$ cat src/rtl/v_pkg.sv
// rtl/v_pkg.sv - opcode constants, issue FSM state type and decode helpers
package v_pkg;

  localparam logic [6:0] OPC_OPV     = 7'b1010111;
  localparam logic [6:0] OPC_LOADFP  = 7'b0000111;
  localparam logic [6:0] OPC_STOREFP = 7'b0100111;
  localparam logic [2:0] F3_VCFG     = 3'b111;

  typedef enum logic {IDLE, BUSY} issue_state_t;

  function automatic logic is_vector_op(input logic [31:0] instr);
    return (instr[6:0] == OPC_OPV) || (instr[6:0] == OPC_LOADFP) ||
           (instr[6:0] == OPC_STOREFP);
  endfunction

  // vsetvli/vsetvl retire on their own; the execution units never report them
  function automatic logic is_vcfg_op(input logic [31:0] instr);
    return (instr[6:0] == OPC_OPV) && (instr[14:12] == F3_VCFG);
  endfunction

endpackage

$ cat src/rtl/v_instr_fifo.sv
// rtl/v_instr_fifo.sv - circular instruction FIFO with occupancy count and flush
module v_instr_fifo #(
  parameter int DEPTH = 4,
  parameter int W = 32,
  localparam int CW = $clog2(DEPTH) + 1
) (
  input  logic          clk,
  input  logic          rst,
  input  logic          flush_i,
  input  logic          push_i,
  input  logic [W-1:0]  data_i,
  input  logic          pop_i,
  output logic [W-1:0]  data_o,
  output logic [CW-1:0] count_o,
  output logic          full_o,
  output logic          empty_o
);

  localparam int PW = $clog2(DEPTH);

  logic [W-1:0]  mem_q [DEPTH];
  logic [PW-1:0] wr_q, wr_d;
  logic [PW-1:0] rd_q, rd_d;
  logic [CW-1:0] count_q, count_d;

  always_comb begin
    wr_d    = wr_q;
    rd_d    = rd_q;
    count_d = count_q;
    if (flush_i) begin
      wr_d    = '0;
      rd_d    = '0;
      count_d = '0;
    end else begin
      if (push_i) wr_d = wr_q + 1'b1;
      if (pop_i)  rd_d = rd_q + 1'b1;
      case ({push_i, pop_i})
        2'b10:   count_d = count_q + 1'b1;
        2'b01:   count_d = count_q - 1'b1;
        default: count_d = count_q;
      endcase
    end
  end

  always_ff @(posedge clk or posedge rst) begin
    if (rst) begin
      wr_q    <= '0;
      rd_q    <= '0;
      count_q <= '0;
    end else begin
      wr_q    <= wr_d;
      rd_q    <= rd_d;
      count_q <= count_d;
    end
  end

  // Storage needs no reset: count gates every read.
  always_ff @(posedge clk) begin
    if (push_i && !flush_i) mem_q[wr_q] <= data_i;
  end

  assign data_o  = mem_q[rd_q];
  assign count_o = count_q;
  assign full_o  = (count_q == CW'(DEPTH));
  assign empty_o = (count_q == '0);

endmodule

$ cat src/rtl/v_issue_queue.sv
// rtl/v_issue_queue.sv - vector instruction buffer and single-issue sequencer
// Filters non-vector opcodes, issues one instruction at a time, retires on done/config/timeout.
module v_issue_queue
  import v_pkg::*;
#(
  parameter int DEPTH = 4,
  parameter int TIMEOUT = 64,
  localparam int CW = $clog2(DEPTH) + 1
) (
  input  logic          clk,
  input  logic          nrst,
  input  logic          instr_valid,
  input  logic [31:0]   instr_in,
  output logic          instr_ready,
  input  logic          flush,
  input  logic          exec_done,
  output logic [31:0]   issue_instr,
  output logic          issue_valid,
  output logic          retired,
  output logic          timeout_err,
  output logic          busy,
  output logic [CW-1:0] count
);

  localparam int TW = $clog2(TIMEOUT);

  issue_state_t  state_q;
  logic [31:0]   issue_q;
  logic [TW-1:0] timer_q;
  logic          cfg_q;
  logic          retired_q;
  logic          timeout_q;

  logic          fifo_full;
  logic          fifo_empty;
  logic [31:0]   fifo_head;
  logic [CW-1:0] fifo_count;
  logic          push;
  logic          pop;

  // Non-vector words are still acknowledged through instr_ready, just never stored.
  assign instr_ready = !fifo_full;
  assign push = instr_valid && !fifo_full && !flush && is_vector_op(instr_in);
  assign pop  = (state_q == IDLE) && !fifo_empty && !flush;

  v_instr_fifo #(
    .DEPTH (DEPTH),
    .W     (32)
  ) u_fifo (
    .clk     (clk),
    .rst     (nrst),
    .flush_i (flush),
    .push_i  (push),
    .data_i  (instr_in),
    .pop_i   (pop),
    .data_o  (fifo_head),
    .count_o (fifo_count),
    .full_o  (fifo_full),
    .empty_o (fifo_empty)
  );

  always_ff @(posedge clk or posedge nrst) begin
    if (nrst) begin
      state_q   <= IDLE;
      issue_q   <= '0;
      timer_q   <= '0;
      cfg_q     <= 1'b0;
      retired_q <= 1'b0;
      timeout_q <= 1'b0;
    end else begin
      retired_q <= 1'b0;
      if (flush) begin
        state_q <= IDLE;
        issue_q <= '0;
        timer_q <= '0;
        cfg_q   <= 1'b0;
      end else begin
        case (state_q)
          IDLE: begin
            if (!fifo_empty) begin
              issue_q <= fifo_head;
              cfg_q   <= is_vcfg_op(fifo_head);
              timer_q <= '0;
              state_q <= BUSY;
            end
          end
          BUSY: begin
            timer_q <= timer_q + 1'b1;
            // Leaving BUSY always clears the issue register so the decoder sees a NOP gap.
            if (cfg_q || exec_done) begin
              retired_q <= 1'b1;
              issue_q   <= '0;
              state_q   <= IDLE;
            end else if (timer_q == TW'(TIMEOUT - 1)) begin
              timeout_q <= 1'b1;
              issue_q   <= '0;
              state_q   <= IDLE;
            end
          end
        endcase
      end
    end
  end

  assign issue_instr = issue_q;
  assign issue_valid = (state_q == BUSY);
  assign retired     = retired_q;
  assign timeout_err = timeout_q;
  assign busy        = !fifo_empty || (state_q == BUSY);
  assign count       = fifo_count;

endmodule
$ cat config.mk
export PLATFORM = sky130hd
export DESIGN_NAME = v_issue_queue
export DESIGN_NICKNAME = d
export VERILOG_FILES = /design/src/rtl/v_pkg.sv /design/src/rtl/v_instr_fifo.sv /design/src/rtl/v_issue_queue.sv
export SDC_FILE = /design/constraint.sdc
export NUM_CORES = 1
export LEC_CHECK = 0
export CORE_UTILIZATION = 56
export DETAILED_ROUTE_END_ITERATION = 10
export DONT_BUFFER_PORTS = 1
export PLACE_DENSITY_LB_ADDON = 0.3
export SETUP_SLACK_MARGIN = 0.1
export SYNTH_ARGS = -nofsm -noshare
export SYNTH_HDL_FRONTEND = slang
export SYNTH_SLANG_ARGS = --single-unit
$ cat constraint.sdc
create_clock -name clk -period 7.8 [get_ports clk]
set_input_delay 0.78 -clock clk [delete_from_list [all_inputs] [get_ports clk]]
set_output_delay 0.78 -clock clk [all_outputs]
set_load 0.01 [all_outputs]
# --- Yosys cells after proc, flatten, opt, wreduce, memory -nomap -nowiden ---
# Memories as Yosys holds them, arrays and structs flattened.
# Cells that the tools add are included.
word_totals:
  ff_bits: 49
  ram_bits: 128
  input_bits: 37
  output_inout_bits: 40
  word_cells: 79
  memories: 1
classes:
  n_addsub: 5
  n_eq_ne: 13
  mux: 27
  n_bitwise: 3
  reduce_logical: 21
memory_table:
  columns: ["name", "depth", "word_bits", "read_ports", "rd_ports_with_merged_regs", "wr", "line", "text"]
  rows:
  - ["u_fifo.mem_q", 4, 32, 1, 0, 1, "v_instr_fifo.sv:21", "logic [W-1:0] mem_q [DEPTH];"]
op_table:
  columns: ["op", "count"]
  rows:
  - ["$mux W32", 4]
  - ["$pmux W32 S2", 1]
  - ["$eq A7 B7 Y1 const B", 2]
  - ["$mux W1", 12]
  - ["$mux W6", 2]
  - ["$pmux W6 S2", 1]
  - ["$mux W2", 4]
  - ["$eq A7 B3 Y1 const B", 1]
  - ["$eq A7 B6 Y1 const B", 1]
  - ["$logic_and A1 B1 Y1", 7]
  - ["$add A6 B1 Y6 const B", 1]
  - ["$eq A3 B3 Y1 const B", 2]
  - ["$eq A6 B6 Y1 const B", 1]
  - ["$pmux W3 S2", 1]
  - ["$add A2 B1 Y2 const B", 2]
  - ["$logic_or A1 B1 Y1", 4]
  - ["$ne A2 B2 Y1 const B", 2]
  - ["$ne A4 B2 Y1 const B", 1]
  - ["$reduce_and A2 Y1", 2]
  - ["$reduce_and A4 Y1", 1]
  - ["$reduce_bool A2 Y1", 2]
  - ["$add A3 B1 Y3 const B", 1]
  - ["$logic_not A1 Y1", 3]
  - ["$logic_not A3 Y1", 1]
  - ["8 further kinds", 10]

# --- Depth between registers and ports, before layout ---
logic_depth:
  depth_word: 8
  depth_mapped: 8
  depth_no_buf: 7

# --- Modules after synthesis ---
# A second synthesis with hierarchy kept.
unflattened:
  hier_cells: 413
  hier_area_um2: 7035.5
by_module_without_submodules:
  columns: ["mod", "instances", "cells_each", "area_per_inst_um2", "seq_area_each_um2"]
  rows:
  - ["v_instr_fifo", 1, 212, 5108.6, 4018.9]
  - ["v_issue_queue", 1, 201, 1926.8, 1051.0]

# --- Least setup slack after synthesis ---
# OpenSTA, ideal clock, no wires.
synth_timing:
  kind: "input -> register"
  startpoint: "input port instr_in[4]"
  endpoint: "register u_fifo.count_q[2], in the netlist u_fifo.count_o[2]"
  setup_ns: 0.072
  arrival_time_ns: 2.956
  required_time_ns: 7.728
  path_slack_ns: 4.772
  stages: 8
  path_buffers: 1
  cell_sequence: "or2_4 -> a2111oi_4 -> buf_6 -> nor3_1 -> fa_1 -> or3_1 -> mux4_1 -> nor2_1"
synth_between:
  elab_chain_len: 7
  word_cells_on_any_way: 11
  cone_classes: "5 x eq/ne; 2 x mux; 4 x reduce/logical"
synth_lines:
  columns: ["item", "line", "text"]
  rows:
  - ["start: declaration", "v_issue_queue.sv:13", "input logic [31:0] instr_in,"]
  - ["$eq A7 B7 Y1 or $eq A7 B3 Y1 (tied branches)", "v_pkg.sv:12", "return (instr[6:0] == OPC_OPV) || (instr[6:0] == OPC_LOADFP) ||"]
  - ["$logic_or A1 B1 Y1", "v_pkg.sv:12", null]
  - ["$logic_or A1 B1 Y1 *", "v_pkg.sv:12", null]
  - ["$logic_and A1 B1 Y1 *", "v_issue_queue.sv:43", "assign push = instr_valid && !fifo_full && !flush && is_vector_op(instr_in);"]
  - ["$eq A2 B1 Y1 or $eq A2 B2 Y1 (tied branches)", "v_instr_fifo.sv:37", "case ({push_i, pop_i})"]
  - ["$pmux W3 S2", "v_instr_fifo.sv:37", null]
  - ["$mux W3", "v_instr_fifo.sv:30", "if (flush_i) begin"]
  - ["end signal: assignment", "v_instr_fifo.sv:53", "count_q <= count_d;"]
  - ["end: declaration", "v_instr_fifo.sv:24", "logic [CW-1:0] count_q, count_d;"]
# Every way passes the cells marked *; elsewhere a longest branch is shown, timed or not.
# A chain may end at the register's enable or synchronous reset.

# --- Worst setup path in the final report ---
layout_timing:
  startpoint: "register state_q, in the netlist issue_valid"
  endpoint: "register u_fifo.count_q[2], in the netlist u_fifo.count_o[2]"
layout_between:
  elab_chain_len: 6
  word_cells_on_any_way: 8
  cone_classes: "2 x eq/ne; 2 x mux; 1 x bitwise; 3 x reduce/logical"
layout_lines:
  columns: ["item", "line", "text"]
  rows:
  - ["start: declaration", "v_issue_queue.sv:27", "issue_state_t state_q;"]
  - ["start signal: assignment", "v_issue_queue.sv:64", "state_q <= IDLE;"]
  - ["start signal: assignment", "v_issue_queue.sv:73", "state_q <= IDLE;"]
  - ["start signal: assignment", "v_issue_queue.sv:84", "state_q <= BUSY;"]
  - ["$not A1 Y1 *", null, null]
  - ["$logic_and A1 B1 Y1 * (2 in a row)", "v_issue_queue.sv:44", "assign pop = (state_q == IDLE) && !fifo_empty && !flush;"]
  - ["$eq A2 B1 Y1 or $eq A2 B2 Y1 (tied branches)", "v_instr_fifo.sv:37", null]
  - ["$pmux W3 S2", "v_instr_fifo.sv:37", null]
  - ["$mux W3", "v_instr_fifo.sv:30", null]
# Marks and branches as above.

==> results.tsv <==
stage	metric	value	unit
finish	final net count	406	
logic_synthesis	Synthesized Nets	402	
logic_synthesis	Ys Warns	0	
clock_network	total CTS buffers	17	
logic_synthesis	Cell variety after synth	47	
placement	IO buf count	0	
critical_path	Worst EP arrival	3.32	ns
drt	initial DRC count	207	
clock_network	clk sink count	177	
finish	P&R area growth vs syn	9.88	%
critical_path	depth of the worst register-to-register path	6	
sta	crit share post-route	0.379	
critical_path	Slowest-stage cell, CP	or2_1	
die	Die Ht	114	µm
clock_network	clock latency on the worst-skew pair	0.43	ns
drt	total wire length	12000	µm
grt	largest net degree at the start of global routing	50	
clock_network	H-tree depth	4	
logic_synthesis	Mapped Cells	359	
drt	DR WL met3	836	µm
logic_synthesis	Main synth FF type	edfxtp_1	
critical_path	reg-to-reg slack, setup	4.84	ns
die	Die Wd	114	µm
logic_synthesis	Post-synth EDFFs	128	
clock_network	Post-CTS Resized	0	
sta	clock skew	0.00841	ns
critical_path	CP cell instances	or2_1 -> nor3_1 -> fa_1 -> or3_1 -> mux4_1 -> nor2_1	
die	Rows	40	
critical_path	Worst R2R Start	issue_valid	
drt	detailed-route DRC error count	0	
grt	initial antenna violation count	0	
die	I/O pin cnt	77	
finish	Post-Route Utilization	0.635	
sta	Slew Limit Fails	0	
sta	Sum Neg Setup Slack	0	ns
worst_hold_path	Worst Hold Launch	flush	
finish	ratio of cells with drive above 1 in the final layout	0.239	
critical_path	WP data required	8.16	ns
clock_network	CTS clk-pin slew, worst paths	0.06	ns
sta	achievable frequency	338	MHz
clock_network	Clock Path Buffers	2	
placement	hpwl dp	6900	µm
drt	met1 wire length	4730	µm
grt	number of global-route vias before repair	3351	
drt	Via density	5.88	
finish	antenna diode count	0	
sta	final setup fails	0	
logic_synthesis	synthesized flop and latch total	177	
sta	RSZ-0062 raised after global routing	no	
critical_path	Reg-to-Reg End	u_fifo.count_o[2]	
critical_path	WS Path Type	register to register	
critical_path	Crit Path Max Fanout	21	
die	Die ar.	0.0129	mm²
critical_path	CP Launch Type	register	
placement	gp weighted congestion	0.711	
critical_path	crit path capture type	register	
grt	All-Layer GR Usage	0.201	
worst_hold_path	hold endpoint	u_fifo.rd_q[0]	
sta	final hold viol count	0	
drt	WL/cell	22.1	µm
run	max cap viols	0	
logic_synthesis	sequential element share of the synthesized area	0.728	
sta	max_slew headroom	0.261	
logic_synthesis	synthesized area	0.00697	mm²
clock_network	Clock Tree Root	clkbuf_16	
grt	gr ovfl total	0	
grt	first-pass GRT wire length	18400	µm
sta	Tightest Pin Transition	1.11	ns
placement	Setup WS pre-CTS	4.50	ns
logic_synthesis	fraction of registers with async set or reset after synthesis	0.277	
worst_hold_path	Hold WC Path Type	input port to register	
drt	1st-pass router iterations	4	
sta	Final Critical Period	2.96	ns
power_and_ir_drop	PwrDens	315	mW/mm²
clock_network	CTS Hold Buffers Added	0	
clock_network	CTS tree	done	
drt	via count	3198	
worst_hold_path	Hold Path Stages	1	
drt	met2 WL post-DR	6330	µm
drt	Antenna Violating Nets Remaining	0	
power_and_ir_drop	worst vdd ir	150	µV
run_status	status	completed	
die	initial core utilization	0.578	
drt	Top Layer Used	met4	
critical_path	Critical Path Max Stage Delay	0.78	ns
sta	final worst slack	4.84	ns
clock_network	post-CTS setup buffers	0	
die	Core ar.	0.0121	mm²
logic_synthesis	syn avg cell area	19.4	µm²
power_and_ir_drop	Lkg Pwr	0.00265	µW
-- state kept, by name, indices dropped and copies added (netlist names) --
name            count
retired             1
timer_q             6
timeout_err         1
u_fifo.wr_q         2
cfg_q               1
issue_valid         1
issue_instr        32
u_fifo.rd_q         2
u_fifo.count_o      3
u_fifo.mem_q      128
-- worst max-delay path, delay by kind of cell, from the launching register on --
family	cells	cell delay, ns
adders and majority gates	1	0.45
DFF	1	0.56
and+or+nand+nor	4	1.39
muxes	1	0.49
-- cells in the final DEF, fill, tap and decap left out, types with 2 or more instances in the layout --
cell type   instances
clkinvlp_4          4
clkbuf_16          17
inv_1               4
clkinv_4            2
dfrtp_1            48
nor2b_1            17
mux2_1              7
o21ai_0             8
o31ai_1             2
bufinv_16           2
and2_2              4
mux4_2             32
nand2_1             7
clkinv_2            2
nor2_1             11
inv_6               3
mux2_2              8
xnor2_1             3
buf_4               2
ha_1                5
and2_1              2
nand4b_1            2
a22o_1             18
nand2b_1            6
edfxtp_1          128
nand3_1             4
-- through the flow --
| step | hold slack [ns] | std cells | cell area, µm² | power (µW) |
|---|---|---|---|---|
| 2_1_floorplan | 0.469 | 359 | 6970 | 1530 |
| 3_3_place_gp | 0.490 | 512 | 7070 | 1590 |
| 3_5_place_dp | 0.513 | 512 | 7070 | 1610 |
| 4_1_cts | 0.393 | 544 | 7660 | 2440 |
| 5_1_grt | 0.390 | 544 | 7660 | 2510 |
| 6_report | 0.412 | 544 | 7660 | 2410 |
-- Yosys cell counts (all sizes together), types with 2 or more instances --
master / instances / area (µm²)
nor3: 2 / 15.0
nand2: 7 / 26.3
and2: 6 / 42.5
ha: 5 / 62.6
edfxtp: 128 / 3840
xnor2: 4 / 42.6
o31ai: 2 / 15.0
buf: 12 / 96.3
nand3: 4 / 20.0
nand2b: 8 / 57.6
dfrtp: 49 / 1230
nor2: 12 / 47.6
mux4: 33 / 747
o21ai: 9 / 45.0
clkbuf: 5 / 28.8
or2: 2 / 15.0
nor2b: 17 / 106
nand4b: 2 / 17.5
a22o: 18 / 158
mux2: 16 / 184
inv: 5 / 18.8
nor3b: 2 / 20.0
-- worst max-delay path by stage --
stage / from / to / slack [ns]
after CTS: issue_valid / u_fifo.count_o[2] / 4.83
final: issue_valid / u_fifo.count_o[2] / 4.84
after global placement: instr_in[4] / u_fifo.count_o[2] / 4.58
after detailed placement: instr_in[4] / u_fifo.count_o[2] / 4.50
after floorplan: instr_in[4] / u_fifo.count_o[2] / 4.77
after global routing: issue_valid / u_fifo.count_o[2] / 4.67
-- logic make-up after synthesis --
kind of cell               count (synthesis)  share of synthesized area
muxes                                     50                      0.135
buffers and inverters                     22                     0.0206
xor gates and xnor gates                   5                    0.00736
and+or+nand+nor                           66                     0.0587
DFF                                      177                      0.728
AOI/OAI and AO/OA                         33                     0.0388
adders and majority gates                  6                     0.0119
-- power by group --
part | total, µW | leakage (µW) | internal (µW) | switching [µW]
registers | 1220 | 0.00181 | 1100 | 120
clock network | 831 | 0.000276 | 474 | 357
logic | 365 | 0.000562 | 173 | 192
total | 2410 | 0.00265 | 1740 | 669
-- area by class of cell --
class / count / area (µm²)
timing repair buffer: 2 / 15.0
inverter: 5 / 18.8
clock buffer: 17 / 425
tap: 168 / 210
sequential: 177 / 5070
clock inverter: 15 / 159
multi-input combinational: 160 / 1760
fill: 837 / 4410
-- per-layer routing --
metal,GRT usage,up-vias
li1,-,1408
met1,0.240,1697
met2,0.336,84
met3,0.0744,9
met4,0.0789,0
met5,0,-
Note: power is estimated with default switching activity, not from simulation.
